## src/rtl/axi_master_rd_if.sv

```systemverilog
`default_nettype none
// ============================================================================
// Module   : axi_master_rd_if
// Purpose  : AXI read initiator. Takes one linear read command (address,
//            beat count), issues INCR bursts split at MAX_BURST beats and at
//            4 KB boundaries, streams R beats to the client with backpressure
//            and reports a single sticky error with a completion pulse.
// Revision : 1.0 - initial release
// ============================================================================
module axi_master_rd_if #(
  parameter int AXI_ADDR_WIDTH = 32,
  parameter int AXI_DATA_WIDTH = 32,
  parameter int AXI_ID_WIDTH   = 16,
  parameter int MAX_BURST      = 16
) (
  input  logic                      axi_clk_in,
  input  logic                      axi_rstn_in,
  // client command
  input  logic                      cmd_valid_in,
  output logic                      cmd_ready_out,
  input  logic [AXI_ADDR_WIDTH-1:0] cmd_addr_in,
  input  logic [15:0]               cmd_beats_in,
  // client read data
  output logic [AXI_DATA_WIDTH-1:0] rd_data_out,
  output logic                      rd_valid_out,
  input  logic                      rd_ready_in,
  output logic                      done_valid_out,
  output logic                      done_err_out,
  // AXI AR channel
  output logic [AXI_ADDR_WIDTH-1:0] axi_araddr_out,
  output logic [1:0]                axi_arburst_out,
  output logic [AXI_ID_WIDTH-1:0]   axi_arid_out,
  output logic [7:0]                axi_arlen_out,
  output logic [2:0]                axi_arsize_out,
  output logic                      axi_arvalid_out,
  input  logic                      axi_arready_in,
  // AXI R channel
  input  logic [AXI_ID_WIDTH-1:0]   axi_rid_in,
  input  logic [AXI_DATA_WIDTH-1:0] axi_rdata_in,
  input  logic [1:0]                axi_rresp_in,
  input  logic                      axi_rlast_in,
  input  logic                      axi_rvalid_in,
  output logic                      axi_rready_out
);

  localparam int BPB      = AXI_DATA_WIDTH / 8;
  localparam int ADDR_LSB = $clog2(BPB);
  localparam logic [AXI_ADDR_WIDTH-1:0] ADDR_MASK = ~AXI_ADDR_WIDTH'(BPB - 1);

  // one-hot states
  localparam logic [3:0] S_IDLE = 4'b0001;
  localparam logic [3:0] S_AR   = 4'b0010;
  localparam logic [3:0] S_R    = 4'b0100;
  localparam logic [3:0] S_DONE = 4'b1000;

  logic [3:0]                state;
  logic [AXI_ADDR_WIDTH-1:0] cur_addr;
  logic [15:0]               remaining;
  logic [8:0]                beat_cnt;
  logic                      err;
  logic                      arvalid;
  logic [AXI_ADDR_WIDTH-1:0] araddr;
  logic [7:0]                arlen;
  logic                      done_valid;
  logic                      done_err;

  logic [AXI_ADDR_WIDTH-1:0] cmd_addr_aligned;
  logic [AXI_ADDR_WIDTH-1:0] len_addr;
  logic [15:0]               len_rem;
  logic [12:0]               bytes_to_4k;
  logic [12:0]               beats_to_4k;
  logic [16:0]               len_n;
  logic [8:0]                burst_beats;
  logic [AXI_ADDR_WIDTH-1:0] burst_bytes;
  logic                      in_r;
  logic                      beat_xfer;
  logic                      last_beat;
  logic                      beat_err;

  assign cmd_addr_aligned = cmd_addr_in & ADDR_MASK;

  // The next burst is sized either from the incoming command (leaving IDLE)
  // or from the already-advanced running address/count (leaving R).
  assign len_addr = (state == S_IDLE) ? cmd_addr_aligned : cur_addr;
  assign len_rem  = (state == S_IDLE) ? cmd_beats_in     : remaining;

  // Burst length = min(remaining, MAX_BURST, beats left before the 4 KB line)
  always_comb begin
    bytes_to_4k = 13'd4096 - {1'b0, len_addr[11:0]};
    beats_to_4k = bytes_to_4k >> ADDR_LSB;
    len_n       = {1'b0, len_rem};
    if (len_n > 17'(MAX_BURST)) begin
      len_n = 17'(MAX_BURST);
    end
    if (len_n > {4'd0, beats_to_4k}) begin
      len_n = {4'd0, beats_to_4k};
    end
  end

  assign burst_beats = {1'b0, arlen} + 9'd1;
  assign burst_bytes = AXI_ADDR_WIDTH'(burst_beats) << ADDR_LSB;

  assign in_r      = (state == S_R);
  assign beat_xfer = in_r & axi_rvalid_in & rd_ready_in;
  assign last_beat = (beat_cnt == 9'd1);
  // Any bad response code, foreign ID or misplaced RLAST poisons the command.
  assign beat_err  = axi_rresp_in[1] | (axi_rid_in != '0) | (axi_rlast_in != last_beat);

  assign cmd_ready_out   = (state == S_IDLE);
  assign rd_valid_out    = in_r & axi_rvalid_in;
  assign axi_rready_out  = in_r & rd_ready_in;
  assign rd_data_out     = axi_rdata_in;
  assign done_valid_out  = done_valid;
  assign done_err_out    = done_err;
  assign axi_araddr_out  = araddr;
  assign axi_arlen_out   = arlen;
  assign axi_arvalid_out = arvalid;
  assign axi_arburst_out = 2'd1;
  assign axi_arid_out    = '0;
  assign axi_arsize_out  = 3'(ADDR_LSB);

  // Command sequencing: burst issue, beat counting, error accumulation, done
  always_ff @(posedge axi_clk_in) begin
    if (!axi_rstn_in) begin
      state      <= S_IDLE;
      cur_addr   <= '0;
      remaining  <= '0;
      beat_cnt   <= '0;
      err        <= 1'b0;
      arvalid    <= 1'b0;
      araddr     <= '0;
      arlen      <= '0;
      done_valid <= 1'b0;
      done_err   <= 1'b0;
    end else begin
      done_valid <= 1'b0;
      done_err   <= 1'b0;
      case (state)
        S_IDLE: begin
          if (cmd_valid_in) begin
            cur_addr  <= cmd_addr_aligned;
            remaining <= cmd_beats_in;
            err       <= 1'b0;
            if (cmd_beats_in == 16'd0) begin
              state      <= S_DONE;
              done_valid <= 1'b1;
            end else begin
              state   <= S_AR;
              arvalid <= 1'b1;
              araddr  <= cmd_addr_aligned;
              arlen   <= 8'(len_n - 17'd1);
            end
          end
        end
        S_AR: begin
          // arvalid is high for the whole AR stay, so arready alone completes it
          if (axi_arready_in) begin
            arvalid   <= 1'b0;
            beat_cnt  <= burst_beats;
            cur_addr  <= cur_addr + burst_bytes;
            remaining <= remaining - 16'(burst_beats);
            state     <= S_R;
          end
        end
        S_R: begin
          if (beat_xfer) begin
            beat_cnt <= beat_cnt - 9'd1;
            if (beat_err) begin
              err <= 1'b1;
            end
            // The burst ends on the counted final beat, whatever rlast says.
            if (last_beat) begin
              if (remaining != 16'd0) begin
                state   <= S_AR;
                arvalid <= 1'b1;
                araddr  <= cur_addr;
                arlen   <= 8'(len_n - 17'd1);
              end else begin
                state      <= S_DONE;
                done_valid <= 1'b1;
                done_err   <= err | beat_err;
              end
            end
          end
        end
        S_DONE: begin
          state <= S_IDLE;
        end
        default: begin
          state <= S_IDLE;
        end
      endcase
    end
  end

endmodule
`default_nettype wire

```

## config.mk

```make
export PLATFORM = sky130hd
export DESIGN_NAME = axi_master_rd_if
export DESIGN_NICKNAME = d
export VERILOG_FILES = /design/src/rtl/axi_master_rd_if.sv
export SDC_FILE = /design/constraint.sdc
export NUM_CORES = 1
export LEC_CHECK = 0
export BUFFER_PORTS_ARGS = -buffer_cell sky130_fd_sc_hd__buf_4
export CAP_MARGIN = 20
export CORE_MARGIN = 2
export CORE_UTILIZATION = 54
export DETAILED_ROUTE_END_ITERATION = 10
export PLACE_DENSITY_LB_ADDON = 0.12
export SETUP_SLACK_MARGIN = 0.3
export SYNTH_ARGS = -nofsm -noshare
export SYNTH_HDL_FRONTEND = slang
export SYNTH_SLANG_ARGS = --single-unit
export TNS_END_PERCENT = 20
```

## constraint.sdc

```tcl
create_clock -name axi_clk_in -period 6.34 [get_ports axi_clk_in]
set_clock_uncertainty 0.1 [all_clocks]
set_input_delay 0.634 -clock axi_clk_in [delete_from_list [all_inputs] [get_ports axi_clk_in]]
set_output_delay 0.634 -clock axi_clk_in [all_outputs]
set_load 0.02 [all_outputs]
```

After elaboration in Yosys (flattened, before gate mapping):

Cells that the tools add are included.

* muxes and demuxes: 49
* bitwise operators: 10
* reductions and logical operators: 14
* equal/unequal tests: 12
* add/subtract/negate cells: 6
* order comparisons: 2

Operators by type and width (count)
* $mux W32: 7
* $pmux W32 S2: 2
* $mux W16: 4
* $mux W8: 6
* $add A32 B11 Y32: 1
* $pmux W16 S2: 1
* $reduce_bool A16 Y1: 2
* $mux W4: 6
* $mux W9: 2
* $pmux W9 S2: 1
* $gt A16 B11 Y1: 1
* $gt A16 B5 Y1 const B: 1
* $logic_not A16 Y1: 1
* $pmux W8 S2: 1
* $sub A16 B9 Y16: 1
* $mux W1: 14
* $sub A13 B12 Y13 const A: 1
* $mux W12: 1
* $pmux W4 S3: 1
* $add A8 B1 Y9 const B: 1
* $eq A9 B1 Y1 const B: 1
* $sub A9 B1 Y9 const B: 1
* $ne A2 B1 Y1 const B: 4
* $reduce_and A4 Y1: 2
* 17 further kinds: 30

* input bits: 105
* register bits after elaboration: 105
* word-level logic and storage cells: 103

Longest topological paths before layout:

Gate-level depths: netlist of run 1.

* depth in word-level cells: 11
* mapped depth: 26
* gate-level depth less buffers: 23

Least setup slack after synthesis of run 1:

Ideal clock, no wire load.

* path kind: register -> register
* start point: register state[1]
* end point: register arlen[4] (netlist: axi_arlen_out[4])
* path buffers: 4
* library setup time: 0.127 ns
* period minus slack after synthesis: 4.581 ns
* arrival time: 4.355 ns
* path slack: 1.759 ns
* cell stages (with the launch flop): 24
* cells stage by stage: dfxtp_1 or4b_1 buf_6 clkinv_8 buf_4 buf_4 mux2i_1 ha_1 nor3b_1 xnor2_1 mux2i_1 ha_1 a211oi_1 o21bai_1 a21o_1 a21oi_1 a21oi_1 buf_6 mux2i_1 ha_1 nand3b_1 xnor2_1 o2111ai_1 o21ai_0

* cells in the longest elaborated chain, start to end: 11
* elaborated cells between the ends (all ways): 25

RTL lines
* start: declaration: RTL line 56 `logic [3:0] state;`
* start signal: assignment: RTL line 125 `state <= S_IDLE;`
* start signal: assignment: RTL line 145 `state <= S_DONE;`
* start signal: assignment: RTL line 148 `state <= S_AR;`
* $eq A4 B1 Y1 *
* net cmd_ready_out: RTL line 20 `output logic cmd_ready_out,`
* $mux W16: RTL line 85 `assign len_rem = (state == S_IDLE) ? cmd_beats_in : remaining;`
* $gt A16 B5 Y1: RTL line 92 `if (len_n > 17'(MAX_BURST)) begin`
* $mux W16: RTL line 92
* $gt A16 B11 Y1: RTL line 95 `if (len_n > {4'd0, beats_to_4k}) begin`
* $mux W8: RTL line 95
* $sub A8 B1 Y8: RTL line 151, 177
* $mux W8: RTL line 173 `if (remaining != 16'd0) begin`
* $mux W8: RTL line 172 `if (last_beat) begin`
* $mux W8: RTL line 166 `if (beat_xfer) begin`
* $pmux W8 S2: RTL line 138 `case (state)`
* end signal: assignment: RTL line 151 `arlen <= 8'(len_n - 17'd1);`
* end signal: assignment: RTL line 177 `arlen <= 8'(len_n - 17'd1);`
* end: declaration: RTL line 63 `logic [7:0] arlen;`

Mark *: on every way through the listed nets, which the timed path passes. The rest lies on a longest branch. The select of a mux whose other input is x is not followed.
A chain may end at the register's enable or synchronous reset.

Worst setup path in the final report of run 1:

* start point: register state[1]
* end point: register arlen[4] (netlist: axi_arlen_out[4])

* cells in the longest elaborated chain, start to end: 11
* elaborated cells between the ends (all ways): 25

RTL lines (RTL line)
* $eq A4 B1 Y1: 84, 85, 138
* $mux W16: 85
* $gt A16 B5 Y1: 92
* $mux W16: 92
* $gt A16 B11 Y1: 95
* $mux W8: 95
* $sub A8 B1 Y8: 151, 177
* $mux W8: 173
* $mux W8: 172
* $mux W8: 166
* $pmux W8 S2: 138

Several ways; a longest one is shown, not always the timed one. The select of a mux whose other input is x is not followed.

==> flow_summary.ini, run 1 <==
[grt]
grt_antenna_before_repair = 0
grt_overflow = 0
grt_first_pass_wirelength_um = 32200
grtUsageTotal_pct = 27.2
first_global_vias = 6517
grt_max_degree = 63

[clock_tree]
ctsHoldBuffers = 0
cts-root-buf = clkbuf_16
clk_latency_ns = 0.35
cts.repair.resized = 0
clkTransAtPathRegs_ns = 0.07
cts_tree = done
htreeDepth = 3
postCtsSetupBuffers = 0
clkSinkCount = 101
clock_path_buffers = 2
numCtsBuffers = 9

[synth]
ys_warn_count = 0
synthCells = 955
ys_ff_latch = 101
avgSynthCellArea_um2 = 7.65
post_synth_num_cell_types = 76
synth_area_um2 = 7300
seq_area_frac_synth_pct = 27.7
ys.flop_type = dfxtp_1
postSynth.asyncResetShare_pct = 0
synth_edf_count = 0

[floorplanning]
fp.dieW_um = 120
dieArea_um2 = 14500
num_rows = 42
initial_utilization_pct = 55.2
coreArea_um2 = 13200
fp.dieH_um = 120
num_io_pins = 204

[power]
seq_power_share_pct = 26.9
finalPower_mw = 3.97
power_switching_mw = 1.85
p_clk_share_pct = 14.7
p_comb_share_pct = 58.4
pwr_density_cell_nw_per_um2 = 485
ir_worst_vdd_mv = 0.206
power.leakage_nw = 3.39
switching_share_pct = 46.6
p_int_mw = 2.12

[drt]
wl_per_cell_um = 16.5
dr.pass1.iters = 5
num_vias = 7117
viasPerCell = 6.00
drc = 0
routed_wl_um = 19600
ant_nets = 0
drt_iter0_markers = 591

[timing]
final_max_slew_viol_count = 0
fin_crit_sh_pct = 79.0
fmax_mhz = 200
relSlewSlack_pct = 33.3
timing.hold.ws_ns = 0.391
finalHoldViolCount = 0
finalSetupTns_ns = 0
setup_viol = 0
worstMarginPinSlew_ns = 0.998
fin_crit_ns = 5.01
rsz0062_at_grt = no

[critical_path]
cp_max_fo = 24
cp_top_family = compound AO/OA/AOI/OAI gates
max_stage_delay_ns = 0.82
cp_data_required_time_ns = 6.47
rr_worst_depth = 21
worstSetupStartpointType = register
r2r_end = axi_arlen_out[4]
critPathArrivalTime_ns = 5.14
critPathKind = register to register
setup.worst_path.start = state[1]
slowest_stage = or4b_1
critPathBufInv = 3
timing.rr.start = state[1]
path_cells = or4b_1 > clkinv_8 > mux2i_1 > ha_1 > inv_1 > nor2_1 > xnor2_1 > a21oi_1 > ha_1 > o21ai_0 > o21bai_1 > a21o_1 > a21oi_1 > a21oi_1 > buf_4 > mux2_2 > ha_1 > nand3b_1 > xnor2_1 > o2111ai_1 > o21ai_0
cp-end-kind = register
reg2reg_setup_slack_ns = 1.33

[finish]
fill_cells = 1221
num_antenna_cells = 0
drive_gt1_share_pct = 16.7
nets = 1149
syn_to_final_growth_pct = 12.0

[place]
portBuffers = 113
place.detailed.hpwl_um = 14000
gp_congestion = 0.911

[worst_hold_path]
hold_end = axi_araddr_out[25]
whs_path_depth = 2
worstHoldStart = cur_addr[25]
hp-class = register to register

[status]
status = complete, no violations

[flow_run]
drv_cap = 0
-- cell families (layout without fill, tap and decap cells) --
family | count (synthesis) | after routing | synth area share (%)
other | 2 | 29 | 0.103
muxes | 13 | 13 | 1.99
and+or+nand+nor | 369 | 369 | 23.6
DFF | 101 | 101 | 27.7
xor gates and xnor gates | 31 | 31 | 3.82
AOI/OAI and AO/OA | 265 | 265 | 24.9
buffers and inverters | 137 | 166 | 11.4
adders and majority gates | 37 | 37 | 6.54
-- sequential cells by signal, indices dropped and copies added, names as in the netlist, 4 cells and up --
signal          flops
axi_arlen_out       8
remaining          16
axi_araddr_out     30
cur_addr           30
beat_cnt            9
state               4
-- synthesized netlist by cell type (all sizes together) (8+ instances only) --
cell,instances,area [um2]
nand2,129,484
nor2,102,388
dfxtp,101,2020
buf,74,542
a21oi,60,312
o21ai,58,290
a311oi,41,359
clkbuf,38,183
ha,35,438
nand3,32,160
inv,24,90.1
xnor2,20,183
a211oi,19,148
nor3,18,95.1
nor4,18,113
nand4,15,93.8
a31oi,13,96.3
and3,12,76.3
mux2i,11,123
xor2,11,96.3
o211ai,10,75.1
a21o,9,67.6
and2,9,56.3
o21a,8,60.1
-- metal layers --
metal	up-vias	wire length [um]	track usage, %
li1	3506	-	-
met1	3284	9180	37.9
met2	279	8540	42.4
met3	48	1340	4.86
met4	0	518	9.52
met5	-	0	0
-- stage by stage --
step / std cells / worst slack [ns] / area (um2) / utilization (%)
after floorplan: 982 / 1.76 / 7410 / -
after global placement: 1171 / 1.41 / 7860 / 59.4
after detailed placement: 1171 / 1.38 / 7860 / 59.4
after CTS: 1186 / 1.36 / 8170 / 61.7
after global routing: 1187 / 0.952 / 8180 / 61.8
final: 1187 / 1.33 / 8180 / 61.8
-- power groups by stage --
stage | logic [mW] | clock network [mW] | registers, mW
CTS | 2.30 | 0.592 | 1.06
global route | 2.59 | 0.614 | 1.10
global placement | 2.26 | 0 | 1.08
finish | 2.32 | 0.583 | 1.07
detailed placement | 2.29 | 0 | 1.08
floorplan | 1.74 | 0 | 1.13
-- worst reg2reg max path, stage by stage, from the launching register on --
cell,delay [ns]
dfxtp_1,0.34
or4b_1,0.82
clkinv_8,0.26
mux2i_1,0.27
ha_1,0.33
inv_1,0.07
nor2_1,0.13
xnor2_1,0.13
a21oi_1,0.15
ha_1,0.35
o21ai_0,0.18
o21bai_1,0.08
a21o_1,0.17
a21oi_1,0.15
a21oi_1,0.09
buf_4,0.19
mux2_2,0.25
ha_1,0.26
nand3b_1,0.14
xnor2_1,0.16
o2111ai_1,0.18
o21ai_0,0.10
-- placed cells by master, fill, tap and decap left out, types with 3 or more instances in the layout --
| master | synthesis | routed |
|---|---|---|
| nand2_1 | 129 | 129 |
| buf_4 | 59 | 125 |
| dfxtp_1 | 101 | 101 |
| nor2_1 | 100 | 99 |
| a21oi_1 | 59 | 59 |
| o21ai_0 | 56 | 56 |
| a311oi_1 | 41 | 41 |
| ha_1 | 35 | 35 |
| nand3_1 | 32 | 32 |
| conb_1 | 2 | 29 |
| inv_1 | 24 | 23 |
| xnor2_1 | 19 | 19 |
| nor4_1 | 18 | 18 |
| a211oi_1 | 18 | 18 |
| nor3_1 | 17 | 17 |
| nand4_1 | 15 | 15 |
| a31oi_1 | 12 | 12 |
| and3_1 | 11 | 11 |
| xor2_1 | 11 | 11 |
| mux2i_1 | 10 | 10 |
| o211ai_1 | 10 | 10 |
| a21o_1 | 9 | 9 |
| and2_1 | 9 | 9 |
| clkbuf_16 | 0 | 9 |
| o21a_1 | 8 | 8 |
| nand3b_1 | 6 | 6 |
| a22oi_1 | 6 | 6 |
| nand2b_1 | 6 | 6 |
| o22ai_1 | 6 | 6 |
| o31ai_1 | 4 | 4 |
| nor2b_1 | 4 | 4 |
| o221a_2 | 4 | 4 |
| nor3b_1 | 3 | 3 |
| a32oi_1 | 3 | 3 |
| o31a_1 | 3 | 3 |
| clkbuf_8 | 4 | 3 |
-- area by class of cell --
class                      count  area, um2  share of cell area [%]
multi-input combinational    744       4570                    55.9
sequential                   101       2020                    24.7
timing repair buffer         126        946                    11.6
clock buffer                  12        267                    3.26
tap                          176        220                    2.69
inverter                      25        106                    1.30
clock inverter                 3       43.8                   0.535
-- worst max-delay path by stage --
stage	to	slack, ns	cells after the start
floorplan	axi_arlen_out[4]	1.76	23
global placement	axi_arlen_out[4]	1.41	20
detailed placement	axi_arlen_out[4]	1.38	20
CTS	axi_arlen_out[4]	1.36	20
global route	axi_arlen_out[4]	0.95	20
finish	axi_arlen_out[4]	1.33	21
(Power assumes the default switching activity.)
==> run 2: changes to the inputs <==
==> constraint.sdc (replaced) <==
create_clock -name axi_clk_in -period 5.2 [get_ports axi_clk_in]
set_clock_uncertainty 0.1 [all_clocks]
set_input_delay 0.52 -clock axi_clk_in [delete_from_list [all_inputs] [get_ports axi_clk_in]]
set_output_delay 0.52 -clock axi_clk_in [all_outputs]
set_load 0.02 [all_outputs]
==> flow_summary.ini, run 2 (synthesized netlist as in run 1, its figures left out) <==
[power]
ir_worst_vdd_mv = 0.293
power.leakage_nw = 3.39
finalPower_mw = 4.83
pwr_density_cell_nw_per_um2 = 590

[floorplanning]
initial_utilization_pct = 55.2
dieArea_um2 = 14500
num_rows = 42
num_io_pins = 204
fp.dieW_um = 120
fp.dieH_um = 120
coreArea_um2 = 13200

[place]
post-place-ws_ns = 0.426
gp_congestion = 0.895
dpl_cell_area_um2 = 7900
dp_cells = 1176
place.detailed.hpwl_um = 14400
portBuffers = 113

[finish]
nets = 1154
final_common_cell = buf_4
fin_area_um2 = 8190
num_antenna_cells = 0
multi_input_area_um2 = 4580
stdcell_count = 1191
fill_cells = 1285
drive_gt1_share_pct = 17.3
final_cell_mix = 130 x buf_4, 129 x nand2_1, 101 x dfxtp_1, 99 x nor2_1, 58 x a21oi_1
syn_to_final_growth_pct = 12.2
regArea_um2 = 2020

[critical_path]
worstSetupStartpointType = register
slowest_stage = or4b_4
cp.depth = 22
critPathArrivalTime_ns = 4.63
cp_top_family = compound AO/OA/AOI/OAI gates
timing.rr.start = state[1]
setup.worst_path.start = state[1]
path_cells = or4b_4 > buf_4 > nand2_1 > nand2_1 > inv_1 > ha_2 > inv_1 > nor2_1 > xnor2_1 > a21oi_1 > ha_1 > o21ai_0 > o21bai_1 > a21o_1 > a21oi_1 > a21oi_2 > mux2_2 > ha_1 > nand3b_1 > xnor2_1 > o2111ai_1 > o21ai_0
rr_worst_depth = 22
worstSetupEndpoint = axi_arlen_out[4]
r2r_end = axi_arlen_out[4]
critPathKind = register to register
reg2reg_setup_slack_ns = 0.67
max_stage_delay_ns = 0.60
cp_data_required_time_ns = 5.30
cp_max_fo = 6
critPathBufInv = 3
cp-end-kind = register

[worst_hold_path]
worstHoldStart = cmd_addr_in[14]
hp-class = input pin to register

[clock_tree]
ctsHoldBuffers = 0
cts_tree = done
numCtsBuffers = 9
clock_path_buffers = 2
clkTransAtPathRegs_ns = 0.07
postCtsSetupBuffers = 0
clk_latency_ns = 0.35
cts-root-buf = clkbuf_16
htreeDepth = 3
clkSinkCount = 101
cts.repair.resized = 0

[timing]
setup_slack_ns = 0.668
finalHoldViolCount = 0
finalSetupTns_ns = 0
fin_crit_sh_pct = 87.2
relSlewSlack_pct = 25.4
setup_viol = 0
fin_crit_ns = 4.53
worstMarginPinSlew_ns = 1.12
final_max_slew_viol_count = 0
fmax_mhz = 221
rsz0062_at_grt = no

[flow_run]
drv_cap = 0

[drt]
drc = 0
drt_iter0_markers = 620
routed_wl_um = 19900
wl_per_cell_um = 16.7
viasPerCell = 5.93
ant_nets = 0
num_vias = 7065
dr.pass1.iters = 5

[grt]
first_global_vias = 6521
grt_max_degree = 46
grt_antenna_before_repair = 0
grt_overflow = 0
grtUsageTotal_pct = 27.7
grt_first_pass_wirelength_um = 32700

[status]
status = complete, no violations
run 2: per-stage QoR:
| stage | hold WS (ns) | utilization, % |
|---|---|---|
| final | 0.349 | 61.9 |
| after global routing | 0.343 | 61.9 |
| after CTS | 0.341 | 61.7 |
| after detailed placement | 0.374 | 59.6 |
| after global placement | 0.370 | 59.6 |
| after floorplan | 0.350 | - |
run 2: final cells by class:
class                      instances  area share [%]
inverter                          25            1.30
clock inverter                     3           0.275
sequential                       101            24.7
timing repair buffer             131            12.0
tap                              176            2.69
multi-input combinational        744            55.9
clock buffer                      11            3.08
run 2: tightest hold or removal path, stage by stage:
cell and delay, ns:
buf_4 0.11, nand2_1 0.05, a311oi_1 0.07
run 2: layer usage:
layer | track usage (%) | up-vias | share of wire [%]
met5 | 0 | - | 0
met4 | 6.90 | 0 | 1.9
met1 | 38.4 | 3254 | 46
met3 | 5.75 | 39 | 7.0
met2 | 44.2 | 249 | 45
li1 | - | 3523 | -
run 2: where the power goes:
part / internal, mW / switching (mW) / total, mW
Clock: 0.346 / 0.302 / 0.648
Sequential: 1.04 / 0.267 / 1.30
Combinational: 1.18 / 1.70 / 2.88
Total: 2.56 / 2.27 / 4.83
run 2: worst min-delay path by stage:
stage / end / slack (ns) / cells after the start
after floorplan: err / 0.35 / 2
after global placement: err / 0.37 / 2
after detailed placement: err / 0.37 / 2
after CTS: remaining[5] / 0.34 / 3
after global routing: axi_araddr_out[30] / 0.34 / 3
final: axi_araddr_out[14] / 0.35 / 3
==> run 3: changes to the inputs <==
==> constraint.sdc (replaced) <==
create_clock -name axi_clk_in -period 4.9 [get_ports axi_clk_in]
set_clock_uncertainty 0.1 [all_clocks]
set_input_delay 0.49 -clock axi_clk_in [delete_from_list [all_inputs] [get_ports axi_clk_in]]
set_output_delay 0.49 -clock axi_clk_in [all_outputs]
set_load 0.02 [all_outputs]
==> flow_summary.ini, run 3 (synthesized netlist as in run 1, its figures left out) <==
[clock_tree]
htreeDepth = 3
clkSinkCount = 101
clkTransAtPathRegs_ns = 0.07
ctsHoldBuffers = 0
clk_latency_ns = 0.36
clock_path_buffers = 2
cts_tree = done
cts-root-buf = clkbuf_16
numCtsBuffers = 9

[critical_path]
r2r_end = axi_arlen_out[4]
timing.rr.start = state[1]
cp-end-kind = register
critPathKind = register to register
critPathArrivalTime_ns = 4.38
reg2reg_setup_slack_ns = 0.65
setup.worst_path.start = state[1]
worstSetupStartpointType = register
cp_max_fo = 13
cp_data_required_time_ns = 5.03
rr_worst_depth = 21

[finish]
syn_to_final_growth_pct = 13.1
multi_input_area_um2 = 4600
final_cell_mix = 137 x buf_4, 129 x nand2_1, 101 x dfxtp_1, 99 x nor2_1, 58 x a21oi_1
fill_cells = 1251
drive_gt1_share_pct = 18.3
stdcell_count = 1199
regArea_um2 = 2020
final_common_cell = buf_4
nets = 1160
fin_area_um2 = 8260
num_antenna_cells = 0

[floorplanning]
fp.dieH_um = 120
num_rows = 42
coreArea_um2 = 13200
fp.dieW_um = 120
initial_utilization_pct = 55.2
dieArea_um2 = 14500
num_io_pins = 204

[drt]
ant_nets = 0
viasPerCell = 6.00
drc = 0
wl_per_cell_um = 16.8
routed_wl_um = 20100
dr.pass1.iters = 5
drt_iter0_markers = 676
num_vias = 7195

[worst_hold_path]
hold_end = cur_addr[19]
worstHoldStart = cmd_addr_in[19]
whs_path_depth = 3
hp-class = input pin to register

[power]
power.leakage_nw = 3.43
ir_worst_vdd_mv = 0.294
pwr_density_cell_nw_per_um2 = 633

[grt]
grt_max_degree = 63
grt_overflow = 0
grt_first_pass_wirelength_um = 33300
grt_antenna_before_repair = 0
grtUsageTotal_pct = 28.3
first_global_vias = 6725

[place]
portBuffers = 113
gp_congestion = 0.893
place.detailed.hpwl_um = 14300
dpl_cell_area_um2 = 7940
dp_cells = 1182

[timing]
final_max_slew_viol_count = 0
worstMarginPinSlew_ns = 0.907
finalSetupTns_ns = 0
fmax_mhz = 235
relSlewSlack_pct = 39.3
finalHoldViolCount = 0
setup_viol = 0
rsz0062_at_grt = no
fin_crit_ns = 4.25
fin_crit_sh_pct = 86.8

[flow_run]
drv_cap = 0

[status]
status = complete, no violations
-- run 3: changes by cell type in the layout (fill, tap and decap cells not counted), sizes merged --
cell / previous run / this run
clkinv: 1 / 2
inv: 24 / 26
clkinvlp: 3 / 2
buf: 131 / 137
-- run 3: through the flow --
stage / hold slack [ns] / util [%] / power (mW) / setup slack [ns]
after floorplan: 0.350 / - / 3.71 / 0.319
after global placement: 0.372 / 60.0 / 4.40 / 0.477
after detailed placement: 0.384 / 60.0 / 4.44 / 0.396
after CTS: 0.282 / 62.1 / 5.17 / 0.378
after global routing: 0.293 / 62.4 / 5.67 / 0.308
final: 0.291 / 62.4 / 5.23 / 0.649
-- run 3: per-layer routing --
layer	vias up	global-route usage, %	share of wire [%]
met3	42	5.24	7.6
met1	3314	39.3	46
met4	0	8.79	2.0
li1	3529	-	-
met2	310	44.5	45
met5	-	0	0
-- run 3: worst max-delay path by stage --
| stage | endpoint | slack (ns) |
|---|---|---|
| floorplan | axi_arlen_out[4] | 0.32 |
| global placement | axi_arlen_out[4] | 0.48 |
| detailed placement | axi_arlen_out[4] | 0.40 |
| CTS | axi_arlen_out[4] | 0.38 |
| global route | axi_arlen_out[4] | 0.31 |
| finish | axi_arlen_out[4] | 0.65 |
-- run 3: area by class of cell --
cell class / count / area share, %
clock inverter: 5 / 0.530
sequential: 101 / 24.5
timing repair buffer: 137 / 12.4
multi-input combinational: 744 / 55.7
tap: 176 / 2.67
clock buffer: 11 / 2.94
inverter: 25 / 1.29
-- run 3: what timing repair did --
action	4_1_cts	5_1_grt
setup endpoints to repair	0	4
setup buffers	0	1
resized for setup	0	7
endpoints found under the hold margin	0	0
-- run 3: where the power goes --
group / internal [mW] / switching, mW
clock: 0.366 / 0.350
sequential: 1.10 / 0.284
combinational: 1.30 / 1.82
total: 2.77 / 2.46
-- run 3: worst max-delay path: stages, from the launching register on --
cell,delay [ns]
dfxtp_1,0.35
or4b_4,0.63
clkinv_8,0.08
buf_4,0.21
mux2i_2,0.28
and2_1,0.21
nand2_1,0.08
xnor2_1,0.12
nor2_1,0.09
a21oi_1,0.06
ha_1,0.30
nand2_1,0.07
nor2_1,0.05
nand4_1,0.08
o21ai_0,0.10
a21oi_2,0.22
mux2_2,0.38
ha_2,0.23
nand3b_1,0.13
xnor2_1,0.08
o2111ai_1,0.19
o21ai_0,0.10
